<file path="src/rtl/macro_seq_cntdn5_pkg.sv">
// Shared definitions for the countdown sequencer: counter width and FSM state encodings.
package macro_seq_cntdn5_pkg;

  localparam int unsigned CNT_W = 5;

  typedef enum logic [1:0] {
    ST_IDLE = 2'd0,
    ST_RUN  = 2'd1,
    ST_DONE = 2'd2
  } state_e;

endpackage

</file>
<file path="src/rtl/macro_seq_cntdn5_decr5.sv">
// 5-bit decrementer: q = d - 1 with wrap 0 -> 31; c flags the borrow (d == 0).
module macro_rom_decr5
  import macro_seq_cntdn5_pkg::*;
(
  input  logic [CNT_W-1:0] d_i,
  output logic [CNT_W-1:0] q_o,
  output logic             c_o
);

  assign c_o = (d_i == '0);
  assign q_o = d_i - CNT_W'(1);

endmodule

</file>
<file path="src/rtl/macro_seq_cntdn5.sv">
// Loadable countdown sequencer: accepts a step count, emits one step per cycle
// with the remaining index, then presents a done token over valid/ready.
module macro_seq_cntdn5
  import macro_seq_cntdn5_pkg::*;
#(
  parameter bit ZERO_IS_32 = 1'b1
) (
  input  logic             clk,
  input  logic             reset,
  input  logic             s_valid,
  output logic             s_ready,
  input  logic [CNT_W-1:0] s_count,
  input  logic             i_hold,
  input  logic             i_abort,
  output logic             o_busy,
  output logic             o_step,
  output logic [CNT_W-1:0] o_index,
  output logic             o_last,
  output logic             m_valid,
  input  logic             m_ready
);

  state_e           state_q, state_d;
  logic [CNT_W-1:0] cnt_q, cnt_d;
  logic [CNT_W-1:0] dec_in, dec_q;
  logic             dec_c;

  // One decrementer serves both the load (from s_count) and every step (from cnt).
  assign dec_in = (state_q == ST_IDLE) ? s_count : cnt_q;

  macro_rom_decr5 u_decr5 (
    .d_i (dec_in),
    .q_o (dec_q),
    .c_o (dec_c)
  );

  assign o_busy = (state_q != ST_IDLE);

  always_comb begin
    state_d = state_q;
    cnt_d   = cnt_q;
    s_ready = 1'b0;
    o_step  = 1'b0;
    o_index = '0;
    o_last  = 1'b0;
    m_valid = 1'b0;
    case (state_q)
      ST_IDLE: begin
        s_ready = 1'b1;
        if (s_valid) begin
          cnt_d   = dec_q;
          state_d = (dec_c && !ZERO_IS_32) ? ST_DONE : ST_RUN;
        end
      end
      ST_RUN: begin
        o_index = cnt_q;
        if (i_abort) begin
          state_d = ST_IDLE;
        end else if (!i_hold) begin
          o_step = 1'b1;
          o_last = dec_c;
          cnt_d  = dec_q;
          if (dec_c) state_d = ST_DONE;
        end
      end
      ST_DONE: begin
        m_valid = 1'b1;
        if (i_abort || m_ready) state_d = ST_IDLE;
      end
      default: state_d = ST_IDLE;
    endcase
  end

  always_ff @(posedge clk) begin
    if (reset) begin
      state_q <= ST_IDLE;
      cnt_q   <= '0;
    end else begin
      state_q <= state_d;
      cnt_q   <= cnt_d;
    end
  end

endmodule

</file>
<file path="config.mk">
export PLATFORM = sky130hd
export DESIGN_NAME = macro_seq_cntdn5
export DESIGN_NICKNAME = d
export VERILOG_FILES = /design/src/rtl/macro_seq_cntdn5_pkg.sv /design/src/rtl/macro_seq_cntdn5_decr5.sv /design/src/rtl/macro_seq_cntdn5.sv
export SDC_FILE = /design/constraint.sdc
export NUM_CORES = 1
export LEC_CHECK = 0
export BUFFER_PORTS_ARGS = -buffer_cell sky130_fd_sc_hd__buf_2
export CAP_MARGIN = 20
export CELL_PAD_IN_SITES_DETAIL_PLACEMENT = 1
export CELL_PAD_IN_SITES_GLOBAL_PLACEMENT = 2
export CORE_MARGIN = 2
export CORE_UTILIZATION = 25
export DETAILED_ROUTE_END_ITERATION = 12
export MAX_ROUTING_LAYER = met4
export PLACE_DENSITY_LB_ADDON = 0.1
export SLEW_MARGIN = 20
export SYNTH_ARGS = -nofsm -noshare
export SYNTH_HDL_FRONTEND = slang
export SYNTH_SLANG_ARGS = --single-unit
</file>
<file path="constraint.sdc">
create_clock -name clk -period 2.6 [get_ports clk]
set_clock_uncertainty 0.2 [all_clocks]
set_input_delay 0.52 -clock clk [delete_from_list [all_inputs] [get_ports clk]]
set_output_delay 0.52 -clock clk [all_outputs]
set_load 0.02 [all_outputs]
</file>
==> results.json, run 1 <==
{
  "status": "finished clean",
  "fp.coreArea_mm2": 0.00200,
  "period_needed_ns": 2.47,
  "synth_top_cell_by_area": "dfxtp_1",
  "r2r_slack_ns": 0.47,
  "io_buffers": 20,
  "syn_inst": 65,
  "maxCapViolCount": 0,
  "criticalPathCategory": "reg2out",
  "antenna_found_initial": 0,
  "whs_path_depth": 2,
  "vias_per_cell": 5.22,
  "grt_pass1_vias": 647,
  "cts-htree-levels": 1,
  "power_density_mw_per_mm2": 472,
  "layout.nets": 104,
  "ys_ff_latch": 7,
  "wl_per_cell_um": 15.2,
  "syn_nets": 77,
  "crit_fanout": 6,
  "wirelength_um": 1790,
  "ioPinCount": 21,
  "min_to": "cnt_q[4]$_SDFFE_PP0P_",
  "hold_class": "reg2reg",
  "synth_cell_types": 31,
  "p_leak_nw": 0.352,
  "cts_max_path_buffers": 2,
  "ys_warn_count": 0,
  "holdWs_ns": 0.308,
  "required_ns": 1.88,
  "finalSetupTns_ns": 0,
  "cts_tree": "built",
  "grt_start_max_net_pins": 12,
  "worstReg2RegEnd": "cnt_q[4]$_SDFFE_PP0P_",
  "cp_data_arrival_time_ns": 1.75,
  "root_buffer": "clkbuf_4",
  "clkLatencyLatePin_ns": 0.26,
  "yosys.area.top_type_share_pct": 26.0,
  "die_h_um": 50.4,
  "period_share_pct": 95.1,
  "syn_to_final_growth_pct": 34.6,
  "fmax_mhz": 404,
  "ys_seq_area_share_pct": 26.0,
  "syn-cell-area_um2": 539,
  "grt_overflow": 0,
  "place_inst": 114,
  "grt_pass1_wl_um": 3080,
  "r2r_cells": 8,
  "clock_sinks": 7,
  "place_area_um2": 693,
  "r2r_start": "state_q[1]$_SDFFE_PP0P_",
  "track_usage_pct": 16.4,
  "worstSetupStartpointType": "flop",
  "antenna_left": 0,
  "finalPower_mw": 0.343,
  "std_cell_rows": 16,
  "drcViolationCount": 0,
  "drive_above_1_share_pct": 38.5,
  "cts-buffers-inserted": 3,
  "fp.dieArea_mm2": 0.00254,
  "ys_top_cells_by_area": "dfxtp_1 (26%), mux2i_1 (7.4%), and3_1 (5.8%)",
  "final_cell_area_um2": 726,
  "path_clk_slew_ns": 0.06,
  "setup_violations": 0,
  "tightest_slew_ns": 0.518,
  "dpl.hpwl_um": 1340,
  "max-vdd-ir-drop_mv": 0.228,
  "maxSlewHeadroom_pct": 65.3,
  "first_iter_violations": 7,
  "cp-end-kind": "primary output",
  "start_util_pct": 26.9,
  "dr.pass1.iters": 3,
  "rsz0062_at_grt": "false",
  "hold_violations": 0,
  "slew_violations": 0,
  "num_antenna_cells": 0,
  "dr_total_vias": 616,
  "hold_path_startpoint": "cnt_q[4]$_SDFFE_PP0P_",
  "fin_cells": 118,
  "routabilityCongestion": 0.824,
  "post_synth.cell_area_avg_um2": 8.30,
  "chipWidth_um": 50.4
}
==> worst max path at each step <==
stage	from	end	cells after the start
after floorplan	state_q[1]$_SDFFE_PP0P_	o_last	5
after detailed placement	s_count[2]	o_last	5
after CTS	state_q[1]$_SDFFE_PP0P_	o_last	5
final	state_q[1]$_SDFFE_PP0P_	o_last	4
after global placement	s_count[2]	o_last	5
after global routing	state_q[1]$_SDFFE_PP0P_	o_last	4
==> Yosys cell counts <==
| library cell | number |
|---|---|
| dfxtp_1 | 7 |
| nor2_1 | 6 |
| o31ai_1 | 3 |
| nor4_1 | 1 |
| a311o_2 | 1 |
| mux2i_1 | 4 |
| nand4_1 | 1 |
| nor3_1 | 4 |
| o211a_1 | 1 |
| o311ai_2 | 1 |
| o21a_1 | 1 |
| buf_2 | 2 |
| ha_1 | 1 |
| o32ai_1 | 1 |
| o21ai_0 | 1 |
| and3_4 | 1 |
| or4_4 | 1 |
| nand2_1 | 1 |
| nor4b_2 | 1 |
| nand2b_1 | 1 |
| o22ai_2 | 1 |
| a21oi_1 | 4 |
| a31oi_1 | 2 |
| xor2_1 | 1 |
| a311oi_1 | 1 |
| a211oi_1 | 1 |
| nor3b_1 | 1 |
| o2111ai_1 | 1 |
| or3_1 | 2 |
| and3_1 | 5 |
| inv_1 | 6 |
==> metal layers <==
metal	track usage [%]	part of all wire, %
met5	-	0
met4	4.50	0.78
met1	19.2	48
met3	5.36	5.2
met2	27.0	46
==> metrics by stage <==
stage | worst slack, ns | util, %
floorplan | 0.332 | -
global placement | 0.202 | 34.6
detailed placement | 0.195 | 34.6
CTS | 0.0522 | 35.9
global route | 0.0139 | 36.3
finish | 0.128 | 36.3
==> where the power goes <==
group / total [mW] / switching [mW] / internal [mW]
combinational: 0.107 / 0.0598 / 0.0469
sequential: 0.128 / 0.0115 / 0.116
clock: 0.108 / 0.0490 / 0.0592
==> kinds of logic after synthesis <==
kind of cell	count (synthesis)	synth area share (%)
adder cells (fa/ha/maj)	1	2.32
XOR/XNOR	1	1.62
flip-flops	7	26.0
buffers and inverters	8	6.03
multiplexers	4	7.42
AND/OR/NAND/NOR	25	28.5
AO/OA/AOI/OAI	19	28.1
==> state kept, by name, summed over array words and instances, names as in the netlist <==
signal	flops
cnt_q	5
state_q	2
==> final cells by class <==
class                           count  area [µm²]
Sequential cell                     7         140
Tap cell                           27        33.8
Inverter                            6        22.5
Fill cell                         265        1280
Timing Repair Buffer               24         130
Clock buffer                        4        26.3
Multi-Input combinational cell     50         373
==> what timing repair did <==
| item | 4_1_cts | 5_1_grt |
|---|---|---|
| hold buffers | 0 | 0 |
| resized for setup | 0 | 2 |
| setup endpoints to repair | 0 | 1 |
| setup buffers | 0 | 0 |
==> cell usage in the layout (no fill, tap or decap), drive strengths merged, types with 2 or more instances in the layout <==
cell and n:
a21oi 4, a31oi 2, and3 6, buf 24, clkbuf 4, dfxtp 7
inv 6, mux2i 4, nor2 6, nor3 4, o31ai 3, or3 2
==> critical path, stage by stage, from the launching register on <==
cell and delay (ns):
dfxtp_1 0.39, or4_4 0.57, o22ai_2 0.17, and3_4 0.20, buf_2 0.16
Note: power is estimated with default switching activity, not from simulation.
==> run 2: changes to the inputs <==
- CORE_UTILIZATION: 25 -> 27
- SYNTH_HIERARCHICAL: default -> 1
==> run 2 against run 1 <==
Against the previous run: global-route usage decreased by 2.8 points; via count decreased by 14%; non-clock buffer count increased by 7.
==> results.json, run 2 <==
{
  "synth_edf_count": 0,
  "ys_warn_count": 6,
  "grt_pass1_wl_um": 2440,
  "cp-end-kind": "primary output",
  "slew_violations": 0,
  "tightest_slew_ns": 0.445,
  "synthXorXnorAreaFrac_pct": 4.61,
  "first_iter_violations": 0,
  "syn_nets": 72,
  "synth_cell_types": 22,
  "yosys.area.top_type_share_pct": 24.6,
  "vias_per_cell": 4.40,
  "period_needed_ns": 2.59,
  "cp_num_cells": 8,
  "layout.nets": 107,
  "final_common_cell": "buf_2",
  "synthTopCellsByCount": "dfxtp_1 (7), nand2b_1 (7)",
  "fmax_mhz": 385,
  "r2r_slack_ns": 0.43,
  "top_regs": "cnt_q x5, state_q x2",
  "whs_path_depth": 2,
  "crit_end": "o_last",
  "met1_usage_pct": 13.8,
  "start_util_pct": 28.8,
  "r2r_cells": 10,
  "fill_cells": 241,
  "wl_per_cell_um": 12.1,
  "cts-htree-levels": 1,
  "required_ns": 1.88,
  "met2_usage_pct": 24.2,
  "grt.busiest_layer": "met2",
  "status": "finished clean",
  "crit_chain": "nor2_4 > mux2_4 > inv_2 > ha_1 > nor4b_4 > nand2b_1 > nor3_2 > buf_4",
  "finalSetupTns_ns": 0,
  "grt_pass1_vias": 555,
  "fp.dieArea_mm2": 0.00250,
  "cts-buffers-inserted": 3,
  "ys_top_cells_by_area": "dfxtp_1 (25%), mux2_2 (9.9%), mux2i_1 (8.8%)",
  "fin_cells": 120,
  "hold_violations": 0,
  "track_usage_pct": 13.6,
  "cts-hold-fix-buffers": 0,
  "synth-simple-area-share_pct": 36.0,
  "cp_top_family": "simple AND/OR/NAND/NOR gates",
  "period_share_pct": 99.8,
  "clkLatencyLatePin_ns": 0.26,
  "grt_overflow": 0,
  "num_antenna_cells": 0,
  "p_leak_nw": 0.429,
  "antenna_found_initial": 0,
  "antenna_left": 0,
  "cts_tree": "built",
  "maxSlewHeadroom_pct": 70.3,
  "cpPeakStageDelay_ns": 0.33,
  "cp_data_arrival_time_ns": 1.87,
  "grt.met3_usage_pct": 2.42,
  "synth_flop_cell": "dfxtp_1",
  "post_synth.cell_area_avg_um2": 9.67,
  "r2r_start": "state_q[0]$_SDFFE_PP0P_",
  "synthArstFlopShare_pct": 0,
  "io_buffers": 20,
  "dr_total_vias": 528,
  "synth_top_cell_by_area": "dfxtp_1",
  "ioPinCount": 21,
  "dpl.hpwl_um": 1100,
  "drcViolationCount": 0,
  "chipWidth_um": 50.0,
  "synth_fa_ha_area_share_pct": 4.39,
  "syn_to_final_growth_pct": 50.9,
  "ys_ff_latch": 7,
  "fp.coreArea_mm2": 0.00198,
  "criticalPathCategory": "reg2out",
  "power_density_mw_per_mm2": 424,
  "ys_seq_area_share_pct": 24.6,
  "wirelength_um": 1450,
  "place_inst": 110,
  "worstReg2RegEnd": "state_q[1]$_SDFFE_PP0P_",
  "grt_start_max_net_pins": 13,
  "drive_above_1_share_pct": 57.0,
  "die_h_um": 50.0,
  "clock_sinks": 7,
  "final_cell_area_um2": 861,
  "max_flop_register": "cnt_q",
  "crit_buf_inv": 2,
  "rsz0062_at_grt": "true",
  "worstSetupStartpointType": "flop",
  "root_buffer": "clkbuf_4",
  "crit_fanout": 5,
  "path_clk_slew_ns": 0.06,
  "largest_register_ffs": 5,
  "slowest_stage": "dfxtp_2",
  "synth_compound_area_share_pct": 7.68,
  "syn-cell-area_um2": 571,
  "syn_inst": 59,
  "finalPower_mw": 0.365,
  "maxCapViolCount": 0,
  "dr.pass1.iters": 1,
  "synth_mux_area_share_pct": 18.6,
  "routabilityCongestion": 0.673,
  "cts_max_path_buffers": 2,
  "std_cell_rows": 16,
  "hold_class": "reg2reg",
  "critPathLaunch": "state_q[0]$_SDFFE_PP0P_",
  "final_core_util_pct": 43.4,
  "synth_top_family_by_area": "simple AND/OR/NAND/NOR gates",
  "setup_violations": 0,
  "place_area_um2": 747,
  "max-vdd-ir-drop_mv": 0.189,
  "final_cell_mix": "buf_2 (19), buf_4 (11), nand2b_1 (7)"
}
==> run 2: cell count changes after synthesis, sizes merged, moves of 3 or more <==
cell and change:
and3 -6, and2 +5, nor2 -5, or2b +4
o31ai -3, a21oi -4, mux2 +5, nand2b +8
==> run 2: through the flow <==
stage / setup slack (ns) / hold WS, ns
CTS: 0.00105 / 0.301
detailed placement: 0.0210 / 0.291
global placement: 0.0708 / 0.283
floorplan: 0.0227 / 0.256
global route: -0.125 / 0.330
finish: 0.00503 / 0.299
==> run 2: logic make-up (layout without fill, tap and decap cells) <==
family                   count (synthesis)  count (layout)
multiplexers                            10              10
AND/OR/NAND/NOR                         28              28
adder cells (fa/ha/maj)                  2               2
AO/OA/AOI/OAI                            3               3
buffers and inverters                    6              40
XOR/XNOR                                 3               3
flip-flops                               7               7
==> run 2: worst register-to-register path: stages, from the launching register on <==
cell and delay [ns]:
dfxtp_2 0.33, nor2_4 0.18, mux2_4 0.33, inv_2 0.07, ha_1 0.15, nor4b_4 0.19, nand2b_1 0.11, buf_4 0.14
buf_4 0.12, a2bb2oi_1 0.12, nor3_1 0.14
==> run 2: where the power goes <==
group,leakage (nW),internal (mW),switching [mW]
Clock,0.0150,0.0590,0.0466
Combinational,0.356,0.0716,0.0623
Sequential,0.0584,0.118,0.00746
==> run 2: what timing repair did <==
item | in CTS | in global routing
endpoints found under the setup margin | 1 | 1
resized for setup | 12 | 1
buffers inserted | 6 | 0
pin swaps | 1 | 1
==> run 2: how the worst min path moves through the flow <==
stage	slack, ns	end	start
2_1_floorplan	0.26	cnt_q[4]$_SDFFE_PP0P_	cnt_q[4]$_SDFFE_PP0P_
3_3_place_gp	0.28	cnt_q[4]$_SDFFE_PP0P_	cnt_q[4]$_SDFFE_PP0P_
3_5_place_dp	0.29	cnt_q[4]$_SDFFE_PP0P_	cnt_q[4]$_SDFFE_PP0P_
4_1_cts	0.30	cnt_q[4]$_SDFFE_PP0P_	cnt_q[4]$_SDFFE_PP0P_
5_1_grt	0.33	state_q[1]$_SDFFE_PP0P_	i_abort
6_report	0.30	cnt_q[4]$_SDFFE_PP0P_	cnt_q[4]$_SDFFE_PP0P_
==> run 2: layout make-up <==
cell class              count  area [µm²]  area share [%]
multi-input cells          46         450            52.3
repair buffers             31         189            21.9
flip-flops and latches      7         143            16.6
well taps                  27        33.8            3.92
clock buffers               4        26.3            3.05
inverters                   5        18.8            2.18
==> run 2: routing by layer <==
| layer | vias to the layer above | part of all wire [%] |
|---|---|---|
| met5 | - | 0 |
| met4 | 0 | 0.89 |
| met3 | 2 | 3.8 |
| met2 | 11 | 52 |
| met1 | 249 | 43 |
| li1 | 266 | - |
